==> config.mk <==
export PLATFORM = sky130hd
export DESIGN_NAME = spi_prot_trig_flat
export DESIGN_NICKNAME = d
export VERILOG_FILES = /design/src/rtl/spi_prot_trig_if.sv /design/src/rtl/spi_prot_trig.sv /design/src/flat_wrapper.sv
export SDC_FILE = /design/constraint.sdc
export NUM_CORES = 1
export LEC_CHECK = 0
export CAP_MARGIN = 10
export CORE_MARGIN = 1.5
export CORE_UTILIZATION = 40
export DETAILED_ROUTE_END_ITERATION = 6
export SYNTH_ARGS = -nofsm -noshare
export SYNTH_HDL_FRONTEND = slang
export SYNTH_SLANG_ARGS = --single-unit
==> constraint.sdc <==
create_clock -name clk -period 3.2 [get_ports clk]
set_clock_uncertainty 0.2 [all_clocks]
set_input_delay 0.64 -clock clk [delete_from_list [all_inputs] [get_ports clk]]
set_output_delay 0.64 -clock clk [all_outputs]
set_load 0.05 [all_outputs]
==> src/rtl/spi_prot_trig_if.sv <==
// -----------------------------------------------------------------------------
// spi_prot_trig_if
// Groups the three SPI channel wires watched by the protocol trigger.
//   SS_n : SPI select, idle high
//   SCLK : SPI clock
//   MOSI : SPI data, master to slave
// master modport drives the wires (pattern source or bench).
// slave modport observes them (spi_prot_trig).
// -----------------------------------------------------------------------------
interface spi_prot_trig_if;
   logic SS_n;
   logic SCLK;
   logic MOSI;

   modport master (output SS_n, SCLK, MOSI);
   modport slave  (input  SS_n, SCLK, MOSI);
endinterface

==> src/rtl/spi_prot_trig.sv <==
// -----------------------------------------------------------------------------
// spi_prot_trig
// SPI protocol trigger for the logic-analyzer core. It synchronises the
// asynchronous SS_n/SCLK/MOSI channel inputs and deserialises one frame of
// programmable length on the selected SCLK edge. At the end of the frame it
// compares the frame against a masked match value and raises a one-cycle
// trigger when they agree. A frame that ends with the wrong bit count is
// reported on frame_err.
//
// Optional feature: define SPI_LSB_FIRST_EN to add the lsb_first port. When
// lsb_first is 1, the i-th received bit lands at rx_data[i].
//
// Ports
//   clk        system clock (single domain)
//   rst_n      asynchronous active-low reset
//   spi        SS_n / SCLK / MOSI channel inputs (asynchronous)
//   nbits      frame length; 0 or > DATA_W selects DATA_W
//   edge_pos   1: sample MOSI on SCLK rise, 0: on SCLK fall
//   armed      trigger enable
//   match      compare value, right-aligned
//   mask       1 = don't-care bit
//   lsb_first  (SPI_LSB_FIRST_EN only) LSB-first bit order, latched at frame start
//   rx_data    last complete frame, right-aligned, upper bits 0
//   rx_vld     one-cycle pulse, rx_data updated
//   trig       one-cycle pulse on masked match
//   frame_err  one-cycle pulse, frame ended with a wrong bit count
// -----------------------------------------------------------------------------
module spi_prot_trig #(
   parameter int DATA_W      = 16,
   parameter int SYNC_STAGES = 3,
   parameter int NB_W        = $clog2(DATA_W) + 1
) (
   input  logic              clk,
   input  logic              rst_n,
   spi_prot_trig_if.slave    spi,
   input  logic [NB_W-1:0]   nbits,
   input  logic              edge_pos,
   input  logic              armed,
   input  logic [DATA_W-1:0] match,
   input  logic [DATA_W-1:0] mask,
`ifdef SPI_LSB_FIRST_EN
   input  logic              lsb_first,
`endif
   output logic [DATA_W-1:0] rx_data,
   output logic              rx_vld,
   output logic              trig,
   output logic              frame_err
);

   // Synchroniser stages plus one extra flop for edge detection.
   localparam int SL = SYNC_STAGES + 1;

   localparam logic [0:0] ST_IDLE = 1'b0;
   localparam logic [0:0] ST_RX   = 1'b1;

   function automatic logic [NB_W-1:0] eff_nbits(input logic [NB_W-1:0] n);
      if ((n == '0) || (n > NB_W'(DATA_W)))
         eff_nbits = NB_W'(DATA_W);
      else
         eff_nbits = n;
   endfunction

   function automatic logic [DATA_W-1:0] len_mask(input logic [NB_W-1:0] n);
      for (int i = 0; i < DATA_W; i++)
         len_mask[i] = (i < int'(n));
   endfunction

   logic [SL-1:0]     ss_sync, sclk_sync, mosi_sync;
   logic [SL-1:0]     qual;
   logic              ss_fall, ss_rise, sclk_edge, mosi_bit, lsb_in;
   logic [0:0]        state;
   logic [DATA_W-1:0] shift_q, shift_nx;
   logic [NB_W-1:0]   cnt_q, nb_q;
   logic              lsb_q;
   logic              vld_p0, ok_p0, hit_p0;
   logic [DATA_W-1:0] shift_p0;

`ifdef SPI_LSB_FIRST_EN
   assign lsb_in = lsb_first;
`else
   assign lsb_in = 1'b0;
`endif

   // ---- input synchronisers ----
   // qual fills with ones after reset. An edge is trusted only once the oldest
   // flop holds a real sample, so the reset value of SS_n cannot fake a fall.
   always_ff @(posedge clk or negedge rst_n) begin
      if (!rst_n) begin
         ss_sync   <= '1;
         sclk_sync <= '0;
         mosi_sync <= '0;
         qual      <= '0;
      end else begin
         ss_sync   <= {ss_sync[SL-2:0], spi.SS_n};
         sclk_sync <= {sclk_sync[SL-2:0], spi.SCLK};
         mosi_sync <= {mosi_sync[SL-2:0], spi.MOSI};
         qual      <= {qual[SL-2:0], 1'b1};
      end
   end

   assign ss_fall   = qual[SL-1] &  ss_sync[SL-1] & ~ss_sync[SL-2];
   assign ss_rise   = qual[SL-1] & ~ss_sync[SL-1] &  ss_sync[SL-2];
   assign sclk_edge = qual[SL-1] & (edge_pos ? (~sclk_sync[SL-1] &  sclk_sync[SL-2])
                                             : ( sclk_sync[SL-1] & ~sclk_sync[SL-2]));
   // MOSI from the same stage as the older SCLK sample: the value held just before the edge.
   assign mosi_bit  = mosi_sync[SL-1];

   always_comb begin
      shift_nx = {shift_q[DATA_W-2:0], mosi_bit};
      if (lsb_q)
         shift_nx = shift_q | (DATA_W'(mosi_bit) << cnt_q);
   end

   // ---- frame FSM / stage p0: frame end captured, match evaluated ----
   always_ff @(posedge clk or negedge rst_n) begin
      if (!rst_n) begin
         state   <= ST_IDLE;
         shift_q <= '0;
         cnt_q   <= '0;
         nb_q    <= '0;
         lsb_q   <= 1'b0;
         vld_p0  <= 1'b0;
         ok_p0   <= 1'b0;
         hit_p0  <= 1'b0;
      end else begin
         vld_p0 <= 1'b0;
         case (state)
            ST_IDLE: begin
               if (ss_fall) begin
                  state   <= ST_RX;
                  shift_q <= '0;
                  cnt_q   <= '0;
                  nb_q    <= eff_nbits(nbits);
                  lsb_q   <= lsb_in;
               end
            end
            ST_RX: begin
               // SS_n rise has priority over a coincident SCLK edge.
               if (ss_rise) begin
                  state  <= ST_IDLE;
                  vld_p0 <= 1'b1;
                  ok_p0  <= (cnt_q == nb_q);
                  hit_p0 <= armed && (((shift_q ^ match) & ~mask & len_mask(nb_q)) == '0);
               end else if (sclk_edge) begin
                  if (cnt_q < nb_q) begin
                     shift_q <= shift_nx;
                     cnt_q   <= cnt_q + 1'b1;
                  end else begin
                     // Overrun: count parks one past nbits so the frame end flags it.
                     cnt_q   <= nb_q + 1'b1;
                  end
               end
            end
            default: state <= ST_IDLE;
         endcase
      end
   end

   always_ff @(posedge clk) begin
      if ((state == ST_RX) && ss_rise)
         shift_p0 <= shift_q;
   end

   // ---- stage p1: registered result pulses ----
   always_ff @(posedge clk or negedge rst_n) begin
      if (!rst_n) begin
         rx_data   <= '0;
         rx_vld    <= 1'b0;
         trig      <= 1'b0;
         frame_err <= 1'b0;
      end else begin
         rx_vld    <= vld_p0 & ok_p0;
         trig      <= vld_p0 & ok_p0 & hit_p0;
         frame_err <= vld_p0 & ~ok_p0;
         if (vld_p0 && ok_p0)
            rx_data <= shift_p0;
      end
   end

endmodule

==> src/flat_wrapper.sv <==
// flat-port wrapper written by rule: the top's interface ports become plain ports
module spi_prot_trig_flat 
#(
   parameter int DATA_W      = 16,
   parameter int SYNC_STAGES = 3,
   parameter int NB_W        = $clog2(DATA_W) + 1
)
  (clk, rst_n, nbits, edge_pos, armed, match, mask, rx_data, rx_vld, trig, frame_err, spi_SS_n, spi_SCLK, spi_MOSI);
  spi_prot_trig_if spi_i ();
  input  logic clk;
  input  logic rst_n;
  input  logic [NB_W-1:0] nbits;
  input  logic edge_pos;
  input  logic armed;
  input  logic [DATA_W-1:0] match;
  input  logic [DATA_W-1:0] mask;
  output logic [DATA_W-1:0] rx_data;
  output logic rx_vld;
  output logic trig;
  output logic frame_err;
  input wire logic [$bits(spi_i.SS_n)-1:0] spi_SS_n;
  input wire logic [$bits(spi_i.SCLK)-1:0] spi_SCLK;
  input wire logic [$bits(spi_i.MOSI)-1:0] spi_MOSI;
  assign spi_i.SS_n = spi_SS_n;
  assign spi_i.SCLK = spi_SCLK;
  assign spi_i.MOSI = spi_MOSI;
  spi_prot_trig #(.DATA_W(DATA_W), .SYNC_STAGES(SYNC_STAGES), .NB_W(NB_W)) u_core (.clk(clk), .rst_n(rst_n), .spi(spi_i), .nbits(nbits), .edge_pos(edge_pos), .armed(armed), .match(match), .mask(mask), .rx_data(rx_data), .rx_vld(rx_vld), .trig(trig), .frame_err(frame_err));
endmodule
# Word level (Yosys, flattened, before mapping)
# Cells that the tools add are included.
[totals] regBits=81 wordCells=88 in_bits=44
[classes] magnitude_cmp=18 bitwise_logic=20 eq_ne=5 n_mux=17 addsub=2 reduce_logical=10
[op_table] cell="$mux 16" n=4
[op_table] cell="$lt 4x5->1 const A" n=8
[op_table] cell="$and 16x16->16" n=2
[op_table] cell="$pmux 16 s2" n=1
[op_table] cell="$mux 5" n=5
[op_table] cell="$lt 3x5->1 const A" n=4
[op_table] cell="$logic_not 16->1" n=1
[op_table] cell="$not 16->16" n=1
[op_table] cell="$xor 16x16->16" n=1
[op_table] cell="$add 5x1->5 const B" n=2
[op_table] cell="$and 1x1->1" n=10
[op_table] cell="$lt 1x5->1 const A" n=2
[op_table] cell="$lt 2x5->1 const A" n=2
[op_table] cell="$pmux 5 s2" n=1
[op_table] cell="$not 1->1" n=6
[op_table] cell="$eq 5x5->1" n=1
[op_table] cell="$gt 5x5->1 const B" n=1
[op_table] cell="$logic_not 5->1" n=1
[op_table] cell="$lt 5x5->1" n=1
[op_table] cell="$mux 1" n=5
[op_table] cell="$ne 2x1->1 const B" n=2
[op_table] cell="$ne 2x2->1 const B" n=2
[op_table] cell="$reduce_and 2->1" n=2
[op_table] cell="$reduce_and 4->1" n=1
[op_table] cell="4 further kinds" n=6

# Depth between registers and ports, before layout
[logic_depth] ltp_word=7 depth_mapped=13 mapped_depth_nobuf=11

# Worst setup path before layout
# Ideal clock, no wire load.
[synth_path] path_type="register to register" startpoint="register u_core.nb_q[1]" endpoint="register u_core.cnt_q[4]" setup_time_ps=128 path_slack_ps=416 synth_period_minus_slack_ps=2784 stages_incl_launch_ff=13 arrival_ps=2457 cell_sequence="dfrtp_1 clkbuf_1 inv_1 ha_1 nand4_2 o221ai_4 buf_6 mux2_1 ha_1 nand4_1 o21ai_1 mux2i_1 o22ai_1"
[synth_between] elab_chain_cells=5
[synth_lines] item="from (decl)" line="spi_prot_trig.sv:73" source="logic [NB_W-1:0] cnt_q, nb_q;"
[synth_lines] item="from (signal assigned)" line="spi_prot_trig.sv:133" source="nb_q <= eff_nbits(nbits);"
[synth_lines] item="$add 5x1->5 or $lt 5x5->1 (tied branches)" line="spi_prot_trig.sv:150, spi_prot_trig.sv:145"
[synth_lines] item="$mux 5 *" line="spi_prot_trig.sv:145" source="if (cnt_q < nb_q) begin"
[synth_lines] item="$mux 5 *" line="spi_prot_trig.sv:144" source="end else if (sclk_edge) begin"
[synth_lines] item="$mux 5 *" line="spi_prot_trig.sv:139" source="if (ss_rise) begin"
[synth_lines] item="$pmux 5 s2 *" line="spi_prot_trig.sv:127" source="case (state)"
[synth_lines] item="to (signal assigned)" line="spi_prot_trig.sv:147" source="cnt_q <= cnt_q + 1'b1;"
[synth_lines] item="to (signal assigned)" line="spi_prot_trig.sv:150" source="cnt_q <= nb_q + 1'b1;"
[synth_lines] item="to (decl)" line="spi_prot_trig.sv:73"
# Mark *: on every way between the ends. The rest lies on a longest branch, timed or not. The select of a mux whose other input is x is not followed.
# A chain may end at the register's enable or synchronous reset.

# Worst setup path in the final report
[layout_path] startpoint="register u_core.nb_q[4]" endpoint="register u_core.cnt_q[4]"
# The elaborated chain is that of the path after synthesis.

==> qor.log <==
qor: outcome.status completed
qor: route.routed_via_density 5.15
qor: floorplan.ioPinCount 63
qor: finish.nNetsFinal 388
qor: floorplan.die_area 9260 sq um
qor: global_routing.global_route.usage.total 0.171
qor: global_routing.grt_antenna_before_repair 0
qor: floorplan.floorplan.core_area 8300 sq um
qor: critical_path.worst_ep_arrival_time 2950 ps
qor: cts.clock_sink_count 81
qor: logic_synthesis.netlist.area_leader.share 0.439
qor: cts.cts_hold_fix_bufs 0
qor: critical_path.timing.critical_path.required 3220 ps
qor: critical_path.timing.critical_path.fanout_max 17
qor: timing.final_hold_viol_count 0
qor: timing.tightestPinTransition 765 ps
qor: timing.layout_worst_path_cycle_share 0.916
qor: logic_synthesis.synthesis.yosys.warnings 0
qor: critical_path.cp-end-kind flop
qor: logic_synthesis.post-synth-top-count-cell sky130_fd_sc_hd__dfrtp_1
qor: pwr.static-leakage-power 0.00188 uW
qor: route.detail_route.wl_per_cell 15.9 um
qor: route.final_antenna_net_count 0
qor: finish.post_route_cells_drive_above_1_share 0.155
qor: critical_path.cell_repeated_most_along_the_worst_path sky130_fd_sc_hd__ha_1
qor: cts.cts_htree_levels 3
qor: cts.cts-resized-gates 0
qor: logic_synthesis.synth_area_leaders sky130_fd_sc_hd__dfrtp_1 (44%), sky130_fd_sc_hd__edfxtp_1 (14%), sky130_fd_sc_hd__mux2_2 (5.2%)
qor: placement.io_buffers 62
qor: cts.clockBufferDepth 2
qor: critical_path.timing_worst_setup_path_type flop to flop
qor: logic_synthesis.synth.yosys.seq_area_share 0.607
qor: flow_run.drv.max_cap_violation_count 0
qor: critical_path.cp_top_family adder cells
qor: placement.dp_worst_setup_slack 244 ps
qor: route.drc 0
qor: logic_synthesis.synth.largest_area_cell sky130_fd_sc_hd__dfrtp_1
qor: global_routing.grt-ovfl-total 0
qor: route.first_iter_violations 81
qor: floorplan.initial_core_util 0.419
qor: logic_synthesis.main_combinational_cell_family_by_area_after_synthesis compound AO/OA/AOI/OAI gates
qor: cts.cts-buffers-inserted 9
qor: logic_synthesis.synth_top_flop_cell sky130_fd_sc_hd__dfrtp_1
qor: timing.final.setup.worst_slack 269 ps
qor: logic_synthesis.netlist_area 3480 sq um
qor: timing.fin_tns_setup 0 ps
qor: timing.period_minus_slack 2930 ps
qor: cts.cts_tree built
qor: worst_hold_path.worstHoldPathType primary input to async pin
qor: logic_synthesis.synthMuxAreaShare 0.0637
qor: logic_synthesis.synth_cells 268
qor: route.route.final.wire_length 7120 um
qor: cts.clkTransAtPathRegs 80 ps
qor: timing.final-setup-viol-count 0
qor: finish.diodes 0
qor: global_routing.grt_start_max_net_pins 35
qor: floorplan.core.rowCount 33
qor: timing.fmaxAchievable 0.341 GHz
qor: critical_path.timing.critical_path.slowest_stage_cell sky130_fd_sc_hd__dfrtp_1
qor: critical_path.timing.critical_path.slowest_cell_delay 440 ps
qor: logic_synthesis.synth.ff_latch_count 81
qor: critical_path.cp-start-kind flop
qor: logic_synthesis.postSynthNetCount 319
qor: route.detail_route.first_pass.iterations 4
qor: timing.max-slew-margin-rel 0.488
qor: placement.place.detailed.hpwl 5160 um
qor: logic_synthesis.yosys.area_share.adder 0.0252
qor: floorplan.chip_width 96.2 um
qor: critical_path.critical_path.cell_chain inv_1, ha_1, nand4_2, o221ai_4, mux2_1, ha_1, nand4_1, o21ai_1, mux2i_1, o22ai_1
qor: timing.grt_setup_unrepaired no
qor: logic_synthesis.syn_avg_cell_area 13.0 sq um
qor: timing.hold_slack 139 ps
qor: cts.cts.repair_timing.setup_buffer_count 0
qor: global_routing.first_global_vias 2,344
qor: logic_synthesis.netlist-cell-type-count 58
qor: logic_synthesis.synth_compound_gate_area_share 0.128
qor: logic_synthesis.netlist_top_cells_count sky130_fd_sc_hd__dfrtp_1 (61), sky130_fd_sc_hd__nand2_1 (19), sky130_fd_sc_hd__a22o_1 (18)
qor: cts.clock_tree_root_buffer_cell sky130_fd_sc_hd__clkbuf_8
qor: finish.fin_cells 447
qor: logic_synthesis.synth_edf_count 16
qor: cts.insertion_delay 350 ps
qor: pwr.power.density_cell_area 740 nW/um^2
qor: timing.maxSlewViolCount 0
qor: finish.synth_to_layout_area_growth 26.6%
qor: floorplan.floorplan.die.height 96.2 um
qor: critical_path.timing.critical_path.buf_inv 1
qor: placement.placed_cells_incl_taps 431
qor: placement.gp_congestion 0.832
qor: route.num_vias 2,301
qor: global_routing.grt_first_pass_wirelength 11,600 um
qor: logic_synthesis.ys_async_sr_fraction 0.802
qor: pwr.worst_ir_drop_vdd 0.318 mV
qor: logic_synthesis.post_synthesis_simple_gate_area_fraction 0.103
qor: logic_synthesis.yosys.area_share.xor_xnor 0.0403
state kept, by name (all words and copies together) (netlist names), 4 cells and up:
| register | cells |
|---|---|
| u_core.cnt_q | 5 |
| u_core.mosi_sync | 4 |
| u_core.nb_q | 5 |
| u_core.qual | 4 |
| u_core.rx_data | 16 |
| u_core.sclk_sync | 4 |
| u_core.shift_p0 | 16 |
| u_core.shift_q | 16 |
| u_core.ss_sync | 4 |
layout by cell type, fill, tap and decap left out, types with 4 or more instances in the layout:
| master | count |
|---|---|
| sky130_fd_sc_hd__clkdlybuf4s50_1 | 61 |
| sky130_fd_sc_hd__dfrtp_1 | 61 |
| sky130_fd_sc_hd__nand2_1 | 19 |
| sky130_fd_sc_hd__a22o_1 | 18 |
| sky130_fd_sc_hd__mux2_2 | 16 |
| sky130_fd_sc_hd__xnor2_1 | 16 |
| sky130_fd_sc_hd__edfxtp_1 | 16 |
| sky130_fd_sc_hd__nor2_1 | 10 |
| sky130_fd_sc_hd__inv_1 | 9 |
| sky130_fd_sc_hd__clkbuf_8 | 9 |
| sky130_fd_sc_hd__o21ai_0 | 8 |
| sky130_fd_sc_hd__ha_1 | 7 |
| sky130_fd_sc_hd__o21ai_1 | 6 |
| sky130_fd_sc_hd__nand3_1 | 6 |
| sky130_fd_sc_hd__nand2b_1 | 5 |
| sky130_fd_sc_hd__buf_4 | 5 |
| sky130_fd_sc_hd__a21oi_1 | 4 |
| sky130_fd_sc_hd__nand4_1 | 4 |
| sky130_fd_sc_hd__o22ai_1 | 4 |
| sky130_fd_sc_hd__nor3_1 | 4 |
| sky130_fd_sc_hd__dfstp_2 | 4 |
logic make-up after synthesis:
group	count (synthesis)
adders and majority gates	7
muxes	20
buffers and inverters	21
and+or+nand+nor	65
other	1
AOI/OAI and AO/OA	57
xor gates and xnor gates	16
DFF	81
power by group:
part / internal (uW) / total (uW) / switching [uW]
Clock: 359 / 709 / 350
Sequential: 1220 / 1360 / 138
Combinational: 494 / 1190 / 698
Total: 2070 / 3260 / 1180
layer usage:
layer	wire (um)	GRT usage	vias to the layer above
met1	3120	0.219	1117
met3	332	0.0387	10
met5	0	0	-
li1	-	-	1117
met4	116	0.0662	0
met2	3540	0.282	57
area by class of cell:
type	instances	area, sq um
inverters	11	41.3
clock buffers	11	131
repair buffers	68	673
well taps	105	131
multi-input cells	166	1260
fillers	731	3900
clock inverters	5	56.3
flip-flops and latches	81	2110
worst register-to-register path: cells and delay by family, from the launching register on:
kind                     cells  cell delay (ps)
adder cells (fa/ha/maj)      2              630
flip-flops                   1              440
AO/OA/AOI/OAI                3              600
AND/OR/NAND/NOR              2              250
buffers and inverters        1              140
multiplexers                 2              550
through the flow:
| stage | util | area [sq um] | total power, uW |
|---|---|---|---|
| after CTS | 0.531 | 4400 | 3290 |
| after global placement | 0.508 | 4220 | 2550 |
| after detailed placement | 0.508 | 4220 | 2580 |
| after global routing | 0.531 | 4400 | 3460 |
| final | 0.531 | 4400 | 3260 |
| after floorplan | - | 3480 | 2240 |
final timing paths:
path	startpoint	endpoint	slack (ps)	cells after the start
max in group asynchronous	rst_n	u_core.shift_q[0]	2020	2
worst min register to register	u_core.sclk_sync[1]	u_core.sclk_sync[2]	150	0
worst min-delay path	rst_n	u_core.rx_vld	140	1
worst max register to register	u_core.nb_q[4]	u_core.cnt_q[4]	270	10
min in group clk	u_core.sclk_sync[1]	u_core.sclk_sync[2]	150	0
worst max-delay path	u_core.nb_q[4]	u_core.cnt_q[4]	270	10
(Power assumes the default switching activity.)
